===== src/rtl/gray_sync_decoder.sv =====
// Synchronizes an asynchronous Gray code, decodes it to binary, and classifies each
// sampled change as a +1 step, a -1 step, or an illegal multi-bit jump with a saturating error count.
module gray_sync_decoder #(
    parameter int WIDTH       = 4,
    parameter int SYNC_STAGES = 2,
    parameter int ERR_CNT_W   = 8
) (
    input  logic                 clk,
    input  logic                 rst,
    input  logic [WIDTH-1:0]     gray_async,
    input  logic                 clr_err,
    output logic [WIDTH-1:0]     gray_sync,
    output logic [WIDTH-1:0]     bin,
    output logic                 step_up,
    output logic                 step_dn,
    output logic                 err,
    output logic [ERR_CNT_W-1:0] err_cnt,
    output logic                 primed
);

    localparam int PCW = $clog2(SYNC_STAGES + 1);

    logic [WIDTH-1:0]     sync_q [SYNC_STAGES];
    logic [WIDTH-1:0]     sync_d [SYNC_STAGES];
    logic [PCW-1:0]       prime_cnt_q, prime_cnt_d;
    logic [WIDTH-1:0]     gray_sync_q, gray_sync_d;
    logic [WIDTH-1:0]     bin_q, bin_d;
    logic                 step_up_q, step_up_d;
    logic                 step_dn_q, step_dn_d;
    logic                 err_q, err_d;
    logic [ERR_CNT_W-1:0] err_cnt_q, err_cnt_d;
    logic                 primed_q, primed_d;

    logic [WIDTH-1:0]     s_gray;
    logic [WIDTH-1:0]     diff;
    logic [WIDTH-1:0]     new_bin;
    logic                 one_bit;

    function automatic logic [WIDTH-1:0] gray2bin(input logic [WIDTH-1:0] g);
        logic [WIDTH-1:0] b;
        b = '0;
        b[WIDTH-1] = g[WIDTH-1];
        for (int unsigned k = 1; k < WIDTH; k++) begin
            b[WIDTH-1-k] = b[WIDTH-k] ^ g[WIDTH-1-k];
        end
        return b;
    endfunction

    assign s_gray = sync_q[SYNC_STAGES-1];

    always_comb begin
        sync_d[0] = gray_async;
        for (int unsigned i = 1; i < SYNC_STAGES; i++) begin
            sync_d[i] = sync_q[i-1];
        end
    end

    always_comb begin
        prime_cnt_d = prime_cnt_q;
        gray_sync_d = gray_sync_q;
        bin_d       = bin_q;
        step_up_d   = 1'b0;
        step_dn_d   = 1'b0;
        err_d       = 1'b0;
        err_cnt_d   = err_cnt_q;
        primed_d    = primed_q;

        diff    = s_gray ^ gray_sync_q;
        new_bin = gray2bin(s_gray);
        // Exactly one bit set: nonzero and clearing the lowest set bit leaves zero.
        one_bit = (diff != '0) && ((diff & (diff - WIDTH'(1))) == '0);

        if (!primed_q) begin
            if (prime_cnt_q == PCW'(SYNC_STAGES)) begin
                gray_sync_d = s_gray;
                bin_d       = new_bin;
                primed_d    = 1'b1;
            end else begin
                prime_cnt_d = prime_cnt_q + PCW'(1);
            end
        end else if (diff != '0) begin
            gray_sync_d = s_gray;
            bin_d       = new_bin;
            if (one_bit) begin
                if (new_bin == bin_q + WIDTH'(1)) begin
                    step_up_d = 1'b1;
                end else begin
                    step_dn_d = 1'b1;
                end
            end else begin
                err_d = 1'b1;
                if (err_cnt_q != '1) begin
                    err_cnt_d = err_cnt_q + ERR_CNT_W'(1);
                end
            end
        end

        if (clr_err) begin
            err_cnt_d = '0;
        end
    end

    always_ff @(posedge clk) begin
        if (rst) begin
            for (int unsigned i = 0; i < SYNC_STAGES; i++) begin
                sync_q[i] <= '0;
            end
            prime_cnt_q <= '0;
            gray_sync_q <= '0;
            bin_q       <= '0;
            step_up_q   <= 1'b0;
            step_dn_q   <= 1'b0;
            err_q       <= 1'b0;
            err_cnt_q   <= '0;
            primed_q    <= 1'b0;
        end else begin
            for (int unsigned i = 0; i < SYNC_STAGES; i++) begin
                sync_q[i] <= sync_d[i];
            end
            prime_cnt_q <= prime_cnt_d;
            gray_sync_q <= gray_sync_d;
            bin_q       <= bin_d;
            step_up_q   <= step_up_d;
            step_dn_q   <= step_dn_d;
            err_q       <= err_d;
            err_cnt_q   <= err_cnt_d;
            primed_q    <= primed_d;
        end
    end

    assign gray_sync = gray_sync_q;
    assign bin       = bin_q;
    assign step_up   = step_up_q;
    assign step_dn   = step_dn_q;
    assign err       = err_q;
    assign err_cnt   = err_cnt_q;
    assign primed    = primed_q;

endmodule


===== config.mk =====
export PLATFORM = sky130hd
export DESIGN_NAME = gray_sync_decoder
export DESIGN_NICKNAME = d
export VERILOG_FILES = /design/src/rtl/gray_sync_decoder.sv
export SDC_FILE = /design/constraint.sdc
export NUM_CORES = 1
export LEC_CHECK = 0
export ABC_AREA = 1
export BUFFER_PORTS_ARGS = -buffer_cell sky130_fd_sc_hd__buf_2
export CORE_MARGIN = 2
export CORE_UTILIZATION = 25
export CTS_CLUSTER_SIZE = 14
export DETAILED_ROUTE_END_ITERATION = 16
export PLACE_DENSITY = 0.48
export SLEW_MARGIN = 20
export SYNTH_ARGS = -nofsm -noshare
export SYNTH_HDL_FRONTEND = slang
export SYNTH_SLANG_ARGS = --single-unit

===== constraint.sdc =====
create_clock -name clk -period 2.3 [get_ports clk]
set_clock_uncertainty 0.2 [all_clocks]
set_input_delay 0.345 -clock clk [delete_from_list [all_inputs] [get_ports clk]]
set_output_delay 0.345 -clock clk [all_outputs]
set_load 0.02 [all_outputs]

* After elaboration in Yosys (flattened, before gate mapping)
Memories as Yosys holds them, arrays and structs flattened.
Index checks and enable logic that the tools add are counted.
** Cells by class
- Equal/unequal tests :: 4
- Add/sub/neg operators :: 4
- Bitwise logic cells :: 11
- Mux-type cells :: 16
- Reduce and logical (&&, ||, !) cells :: 10
** Operator list (count)
- $mux 4 :: 8
- $add 8x1->8 const B :: 1
- $mux 1 :: 8
- $ne 8x8->1 const B :: 1
- $add 4x1->4 const B :: 1
- $and 4x4->4 :: 1
- $eq 4x4->1 :: 1
- $logic_not 4->1 :: 1
- $not 1->1 :: 4
- $reduce_and 2->1 :: 2
- $reduce_and 4->1 :: 1
- $reduce_bool 4->1 :: 1
- $reduce_or 4->1 :: 1
- $sub 4x1->4 const B :: 1
- $xor 4x4->4 :: 1
- $reduce_or 3->1 :: 1
- $xor 1x1->1 :: 3
- $add 2x1->2 const B :: 1
- $eq 2x2->1 const B :: 1
- $ne 2x1->1 const B :: 1
- $or 1x1->1 :: 2
- $reduce_bool 2->1 :: 1
- $reduce_or 2->1 :: 1
- $logic_and 1x1->1 :: 1
** Word-level totals
- Output and inout port bits :: 20
- Input port bits :: 7
- Flip-flop bits (word level) :: 22
- Memories :: 1
- Logic and storage cells :: 54
- RAM bits :: 8
** Memory list
- sync_q :: depth 2, width 4, rd ports 2, clocked after Yosys merged registers in 0, write ports 2, RTL line 23 : logic [WIDTH-1:0] sync_q [SYNC_STAGES];

* Depth between registers and ports, before layout
Gate-level depths: netlist (run 1).
- Word-level depth :: 7
- Gate-level depth with buffers :: 12
- Gate-level depth less buffers :: 12

* Least setup slack after synthesis (run 1)
OpenSTA, ideal clock, no wires.
- Kind :: register -> register
- Start :: register err_cnt_q[0] (netlist: err_cnt[0])
- End :: register err_cnt_q[1] (netlist: err_cnt[1])
- Arrival time :: 1347 ps
- Path buffers :: 0
- Clock period less this slack :: 1665 ps
- Library setup time :: 118 ps
- Setup slack :: 635 ps
- Stages on the path, launching flop included :: 9
- Data required time :: 1982 ps
- Cell sequence :: dfxtp_1 > ha_1 > nand2_1 > inv_1 > nand4_1 > nand3_4 > nor2_8 > o21ai_1 > nor2_1
** Between the ends
- Cells in the longest elaborated chain, start to end :: 2
- Elaborated cells between the ends (all ways) :: 3
- Classes of those cells :: add/sub (1); eq/ne (1); reduce/logical (1)
** RTL lines
- start, declared :: RTL line 31 : logic [ERR_CNT_W-1:0] err_cnt_q, err_cnt_d;
- start signal, assigned :: RTL line 126 : err_cnt_q <= err_cnt_d;
- parallel branches: the longest is 2 deep, another holds $add 8x1->8
Several ways; the timed one is not identified.
A chain may end at the register's enable or synchronous reset.

* Worst setup path in the final report (run 1)
- Start :: register err_cnt_q[0] (netlist: err_cnt[0])
- End :: register err_cnt_q[4] (netlist: err_cnt[4])
Same word-level chain as after synthesis.

==> results.md, run 1 <==
* Status: finished clean
* Total power at 1890 µW
* Sequential area share after synthesis at between 40% and 50%
* Total gr overflow at 0
* Fill cell instance count of the final layout at between 600 and 700
* Worst-case clock buffer depth at 2
* Most frequent cells in the layout: nor2_1, nand2_1, dfxtp_1
* Vias post-DR at 1191
* First-pass GRT wire length at 4800 µm
* Gp weighted congestion at 0.760
* Max-Cap Viols at 0
* Chip Width at 79.2 µm
* Initial antenna violation count at 0
* Ratio of cells with drive above 1 in the final layout at 23.6%
* Die height at 79.2 µm
* # diodes at 0
* DRT Pass-1 Iters at 4
* Initial Util at 25.9%
* NumNets Final at 229
* CTS tree: yes
* DP Area at around 1600 µm²
* Synth Instances at 188
* Finished Core Util at 31.5%
* Most common cell after layout, fill and taps aside: nor2_1
* Routed WL per cell at 9.65 µm
* Clock insertion delay at the later pin of the skew report at 0.28 ns
* Vias per Instance at 4.08
* Area of the multi-input gates at approximately 730 µm²
* Core footprint at 5470 µm²
* Ports at 27
* Static leakage at approximately 0.00084 µW
* H-Tree Depth at 2
* Crit-path max FO at 9
* Finished layout cell area at 1730 µm²
* Hold Buf Count CTS at 0
* Post-detailed-route count of antenna-violating nets at 0
* Final setup viols at 0
* Worst setup EP type: flop
* DP HPWL at 2060 µm
* Port-buffer cells at 26
* CP startpoint kind: flop
* Total track usage at 10.0%
* Root buffer cell: clkbuf_8
* YS warnings at 0
* Clock transition at path regs at 0.06 ns
* Synthesized area per cell at approximately 7.5 µm²
* Clock Sinks at 29
* Post-synth cell types at 24
* Fmax achieved at 0.601 GHz
* Total nets after synthesis at 198
* Max Slew Vio Count at 0
* PostCTS Resize Cnt at 0
* Critical path class: flop to flop
* Seq. cell area at 581 µm²
* Worst Slack Setup Final at 0.637 ns
* PD cells at 1100 nW/µm²
* FF+latch count, synth at 29
* Final hold vios at 0
* Post-Place Worst Slack at ~0.64 ns
* Worst-margin pin slew at 0.358 ns
* Site Rows at 27
* Headroom to the max-slew limit at roughly three quarters
* Vias in the first global route at ~1000
* WP data required at 2.31 ns
* WP data arrival at 1.67 ns
* Maximum vdd drop at 0.000301 V
* # DRC at 0
* TritonCTS Buffers at 5
* Die area at 6280 µm²
* Synthesis-to-finish area growth at 21.9%
* Setup TNS at 0 ns
* Setup Buffers After CTS at 0
* Fin crit share at 72.3%
* Final wirelength at ~2800 µm
* Largest net degree at the start of global routing at 14
* Mapped Area at 1420 µm²
* Fin crit period at 1.66 ns
* HP Class: input pin to flop
* DR iter-0 viols at 25
* Unrepaired setup endpoints after global routing: false
-- registers in the layout, summed over array words and instances, names as in the netlist --
| register | cells |
|---|---|
| step_dn | 1 |
| primed | 1 |
| bin | 3 |
| step_up | 1 |
| err | 1 |
| gray_sync | 4 |
| err_cnt | 8 |
| sync_q | 8 |
| prime_cnt_q | 2 |
-- worst max-delay path: stages, from the launching register on --
cell,delay (ns)
dfxtp_1,0.34
ha_1,0.23
nand2_1,0.09
inv_1,0.05
nand4_1,0.14
nand3_4,0.15
nor2_8,0.18
nand2_1,0.07
a21oi_1,0.13
-- routing by layer --
layer	wire, µm	GRT usage, %	vias up	part of all wire [%]
li1	-	-	647	-
met1	1430	13.2	521	51
met2	1210	14.6	17	43
met3	120	3.41	6	4.3
met4	57	4.66	0	2.0
met5	0	0	-	0
-- through the flow --
step	std cells	hold WS (ns)
global placement	284	0.191
detailed placement	284	0.194
CTS	292	0.0606
global route	292	0.0689
finish	292	0.0637
floorplan	188	0.188
-- final cells by class --
cell class / count / share of cell area [%]
Multi-Input combinational cell: 132 / 42.1
Timing Repair Buffer: 26 / 7.54
Tap cell: 72 / 5.22
Clock inverter: 1 / 0.290
Sequential cell: 29 / 33.6
Clock buffer: 7 / 5.58
Inverter: 25 / 5.58
-- power by group --
| group | switching [µW] | leakage (µW) | total (µW) | internal [µW] |
|---|---|---|---|---|
| Sequential | 85.1 | 0.000237 | 675 | 590 |
| Clock | 193 | 0.0000542 | 463 | 270 |
| Combinational | 492 | 0.000550 | 754 | 261 |
| Total | 771 | 0.000842 | 1890 | 1120 |
-- cells by family after synthesis --
logic type	synth area share [%]
AO/OA/AOI/OAI	9.46
XOR/XNOR	5.57
adder cells (fa/ha/maj)	2.65
buffers and inverters	7.60
flip-flops	41.0
AND/OR/NAND/NOR	33.7
-- final timing paths --
| path | start | end | slack, ns | cells after the start |
|---|---|---|---|---|
| hold reg to reg | sync_q[0][3]$_SDFF_PP0_ | sync_q[0][7]$_SDFF_PP0_ | 0.20 | 2 |
| setup / recovery | err_cnt[0]$_SDFFE_PP0P_ | err_cnt[4]$_SDFFE_PP0P_ | 0.64 | 8 |
| setup reg to reg | err_cnt[0]$_SDFFE_PP0P_ | err_cnt[4]$_SDFFE_PP0P_ | 0.64 | 8 |
| hold / removal | gray_async[2] | sync_q[0][2]$_SDFF_PP0_ | 0.06 | 3 |
-- cell usage after synthesis --
master    number  area share [%]
nand3_1        5             1.8
nor2_4         2             1.6
nand3b_1       1            0.53
xnor2_1        2             1.2
a21oi_1        9             3.2
nor3_1         2            0.71
nor2_8         2             2.8
buf_4          1            0.53
nand2_4        4             3.2
nand2_2        6             2.7
ha_1           3             2.7
xor2_1         7             4.3
o21ai_1        1            0.35
inv_4          1            0.44
nor2_1        35             9.3
or2_2          1            0.44
nand2_1       34             9.0
nand3_4        1             1.2
dfxtp_1       29              41
inv_1         24             6.4
o21ai_2        1            0.62
o21ai_0       15             5.3
nand4_1        1            0.44
clkbuf_1       1            0.26
(Power assumes the default switching activity.)
==> run 2: changes to the inputs <==
Settings changed: ABC_AREA 1 to 0, PLACE_DENSITY 0.48 to 0.5.
Clock period 2.3 ns to 1.4 ns, I/O delays scaled along.
==> results.md, run 2 <==
* Total nets after synthesis at 144 (-27%)
* Initial antenna violation count at 0 (unchanged)
* Synthesis-to-finish area growth at 81.2%
* Worst stage delay on the critical path at 0.41 ns (+0.07 ns)
* Clock insertion delay at the later pin of the skew report at 0.28 ns (about the same)
* H-Tree Depth at 2 (unchanged)
* Core footprint at 5040 µm² (-7.9%)
* Share of the synthesized area in the top cell type at 44.8% (+3.8 points)
* Clock transition at path regs at 0.06 ns (about the same)
* Max Slew Vio Count at 0 (unchanged)
* Total gr overflow at 0 (unchanged)
* FF+latch count, synth at 29 (unchanged)
* Static leakage at 0.000975 µW (+16%)
* Mux contribution to synthesized area at 3.09% (+3.1 points)
* Area of the multi-input gates at 942 µm² (+30%)
* Fmax achieved at 0.511 GHz (-15%)
* Routed WL per cell at 12.2 µm (+26%)
* Clock Sinks at 29 (unchanged)
* Most frequent cells in the layout: buf_4, buf_2, buf_6
* Site Rows at 26 (-3.7%)
* Unrepaired setup endpoints after global routing: true
* Vias in the first global route at 1286 (+25%)
* Dominant cell type by area after synthesis: dfxtp_1
* TritonCTS Buffers at 5 (unchanged)
* Post-synth cell types at 40 (+67%)
* Violated checks: negative setup slack
* Chip Width at 76.0 µm (-4.1%)
* DR iter-0 viols at 58 (+130%)
* WP data required at 1.41 ns (-0.90 ns)
* CTS tree: yes
* Total track usage at 12.6% (+2.6 points)
* Crit-path slowest cell: o41ai_4
* Post-Synth XOR/XNOR Area at 9.86% (+4.3 points)
* Worst setup EP type: flop
* Root buffer cell: clkbuf_8
* Final setup viols at 16 (+16)
* Vias per Instance at 4.43 (+8.7%)
* # DRC at 0 (unchanged)
* Most common cell after layout, fill and taps aside: buf_4
* Fin crit share at 140% (+67 points)
* Largest net degree at the start of global routing at 19 (+5)
* # diodes at 0 (unchanged)
* Headroom to the max-slew limit at 76.4% (+0.30 points)
* Sequential area share after synthesis at 44.8% (+3.8 points)
* Net Sw Frac at 33.0% (-7.8 points)
* Total power at 2720 µW (+44%)
* YS warnings at 0 (unchanged)
* Vias post-DR at 1246 (+4.6%)
* Synth async-reset ratio at 0% (unchanged)
* DP HPWL at 2310 µm (+12%)
* Count leader, synth: dfxtp_1
* Final wirelength at 3430 µm (+22%)
* WP data arrival at 1.97 ns (+0.30 ns)
* Worst-case clock buffer depth at 2 (unchanged)
* Seq. cell area at 628 µm² (+8.2%)
* Delay-heaviest family, CP: compound AO/OA/AOI/OAI gates
* HP Class: input pin to flop
* Worst-path cell chain: xor2_4 -> o41ai_4 -> buf_4 -> nor3_4 -> buf_6 -> a31o_4 -> a21oi_2
* Commonest cells in the netlist: dfxtp_1, nor2_1, a21oi_1
* Initial Util at 25.7% (-0.17 points)
* Gp weighted congestion at 0.781 (+2.7%)
* First-pass GRT wire length at 5870 µm (+22%)
* Synthesized area per cell at 9.66 µm² (+28%)
* Setup TNS at -6.51 ns (-6.51 ns)
* Mapped Area at 1290 µm² (-8.5%)
* Fill cell instance count of the final layout at 466 (-25%)
* Synthesized-area fraction occupied by adder cells at 3.67% (+1.0 points)
* Number of buffers and inverters on the critical path at 2 (+1)
* EDFF count, synth at 0 (unchanged)
* Synth Instances at 134 (-29%)
* PD cells at 1160 nW/µm² (+5.6%)
* DRT Pass-1 Iters at 4 (unchanged)
* Maximum vdd drop at 0.000775 V (+160%)
* Post-synth top flop: dfxtp_1
* Die height at 76.0 µm (-4.1%)
* Worst Slack Setup Final at -0.555 ns (-1.19 ns)
* Final hold vios at 0 (unchanged)
* Fin crit period at 1.96 ns (+0.292 ns)
* Ratio of cells with drive above 1 in the final layout at 62.1% (+38 points)
* Post-detailed-route count of antenna-violating nets at 0 (unchanged)
* Critical path class: flop to flop
* Max-Cap Viols at 0 (unchanged)
* Combinational share of power at 37.9% (-1.9 points)
* Clk pwr share at 26.1% (+1.6 points)
* Crit-path max FO at 4 (-5)
* CP startpoint kind: flop
* Synth Area in Compound Gates at 13.9% (+4.5 points)
* Simple logic cell fraction of the synthesized area at 21.4% (-12 points)
* Status: finished, violations left
* Sequential group share of total power at 36.0% (+0.3 points)
* Int Pwr at 1820 µW (+62%)
* Top cells by area, synth: dfxtp_1, xnor2_1, a21oi_1, nor2b_1, xor2_2
* Worst-margin pin slew at 0.351 ns (-0.00677 ns)
* Main combinational cell family by area after synthesis: simple AND/OR/NAND/NOR gates
* Die area at 5770 µm² (-8.1%)
* NumNets Final at 220 (-3.9%)
* Port-buffer cells at 26 (unchanged)
* Ports at 27 (unchanged)
* Net switching power at 895 µW (+16%)
[run 2: cell count changes in the layout (fill, tap and decap cells not counted), sizes merged, moves of 8 or more]
cell | previous run | this run
nand2 | 44 | 4
nor2b | 0 | 8
inv | 25 | 2
o21ai | 17 | 4
buf | 26 | 71
nor2 | 39 | 12
[run 2: final cells by class]
type                       count  share of cell area (%)
clock buffer                   6                    3.52
inverter                       2                   0.320
multi-input combinational     97                    40.2
tap                           70                    3.73
clock inverter                 2                   0.373
timing repair buffer          75                    25.1
sequential                    29                    26.8
[run 2: worst paths after layout]
| check | startpoint | to | slack [ns] | depth (start not counted) |
|---|---|---|---|---|
| setup / recovery | gray_sync[2]$_SDFFE_PP0P_ | err_cnt[7]$_SDFFE_PP0P_ | -0.56 | 7 |
| hold / removal | rst | step_up$_SDFF_PP0_ | 0.07 | 3 |
| setup reg to reg | gray_sync[2]$_SDFFE_PP0P_ | err_cnt[7]$_SDFFE_PP0P_ | -0.56 | 7 |
| hold reg to reg | sync_q[0][1]$_SDFF_PP0_ | sync_q[0][5]$_SDFF_PP0_ | 0.24 | 1 |
[run 2: power by group through the flow]
stage,Combinational [µW],Clock (µW),Sequential [µW]
finish,1030,709,978
global route,1110,784,992
CTS,894,723,968
detailed placement,757,0,985
global placement,743,0,982
floorplan,402,0,1060
[run 2: metrics by stage]
| stage | hold WS (ns) | instances | cell area [µm²] | setup slack, ns | util [%] |
|---|---|---|---|---|---|
| final | 0.0681 | 281 | 2350 | -0.555 | 46.5 |
| after global routing | 0.0698 | 281 | 2350 | -0.613 | 46.5 |
| after CTS | 0.0511 | 283 | 2220 | -0.509 | 44.0 |
| after detailed placement | 0.229 | 262 | 1880 | -0.697 | 37.3 |
| after global placement | 0.224 | 262 | 1880 | -0.671 | 37.3 |
| after floorplan | 0.0816 | 134 | 1410 | -0.501 | - |
[run 2: worst min-delay path: cells and delay by family]
family	cells	cell delay, ns
and+or+nand+nor	1	0.05
buffers and inverters	2	0.25
[run 2: layer usage]
layer / share of wire (%) / GRT usage (%)
met1: 44 / 15.3
met2: 49 / 20.3
met3: 4.3 / 4.15
met4: 2.6 / 5.64
met5: 0 / 0
[run 2: repair_timing]
action / CTS / global route
buffers inserted: 9 / 0
gates resized for setup: 28 / 29
hold buffers: 4 / 0
endpoints found under the setup margin: 19 / 22
cloned: 0 / 0
hold endpoints to repair: 4 / 0
pin swaps: 19 / 18
[run 2: kinds of logic after synthesis]
kind of cell | after synthesis
buffers and inverters | 8
flip-flops | 29
adder cells (fa/ha/maj) | 4
multiplexers | 4
AO/OA/AOI/OAI | 27
AND/OR/NAND/NOR | 50
XOR/XNOR | 12
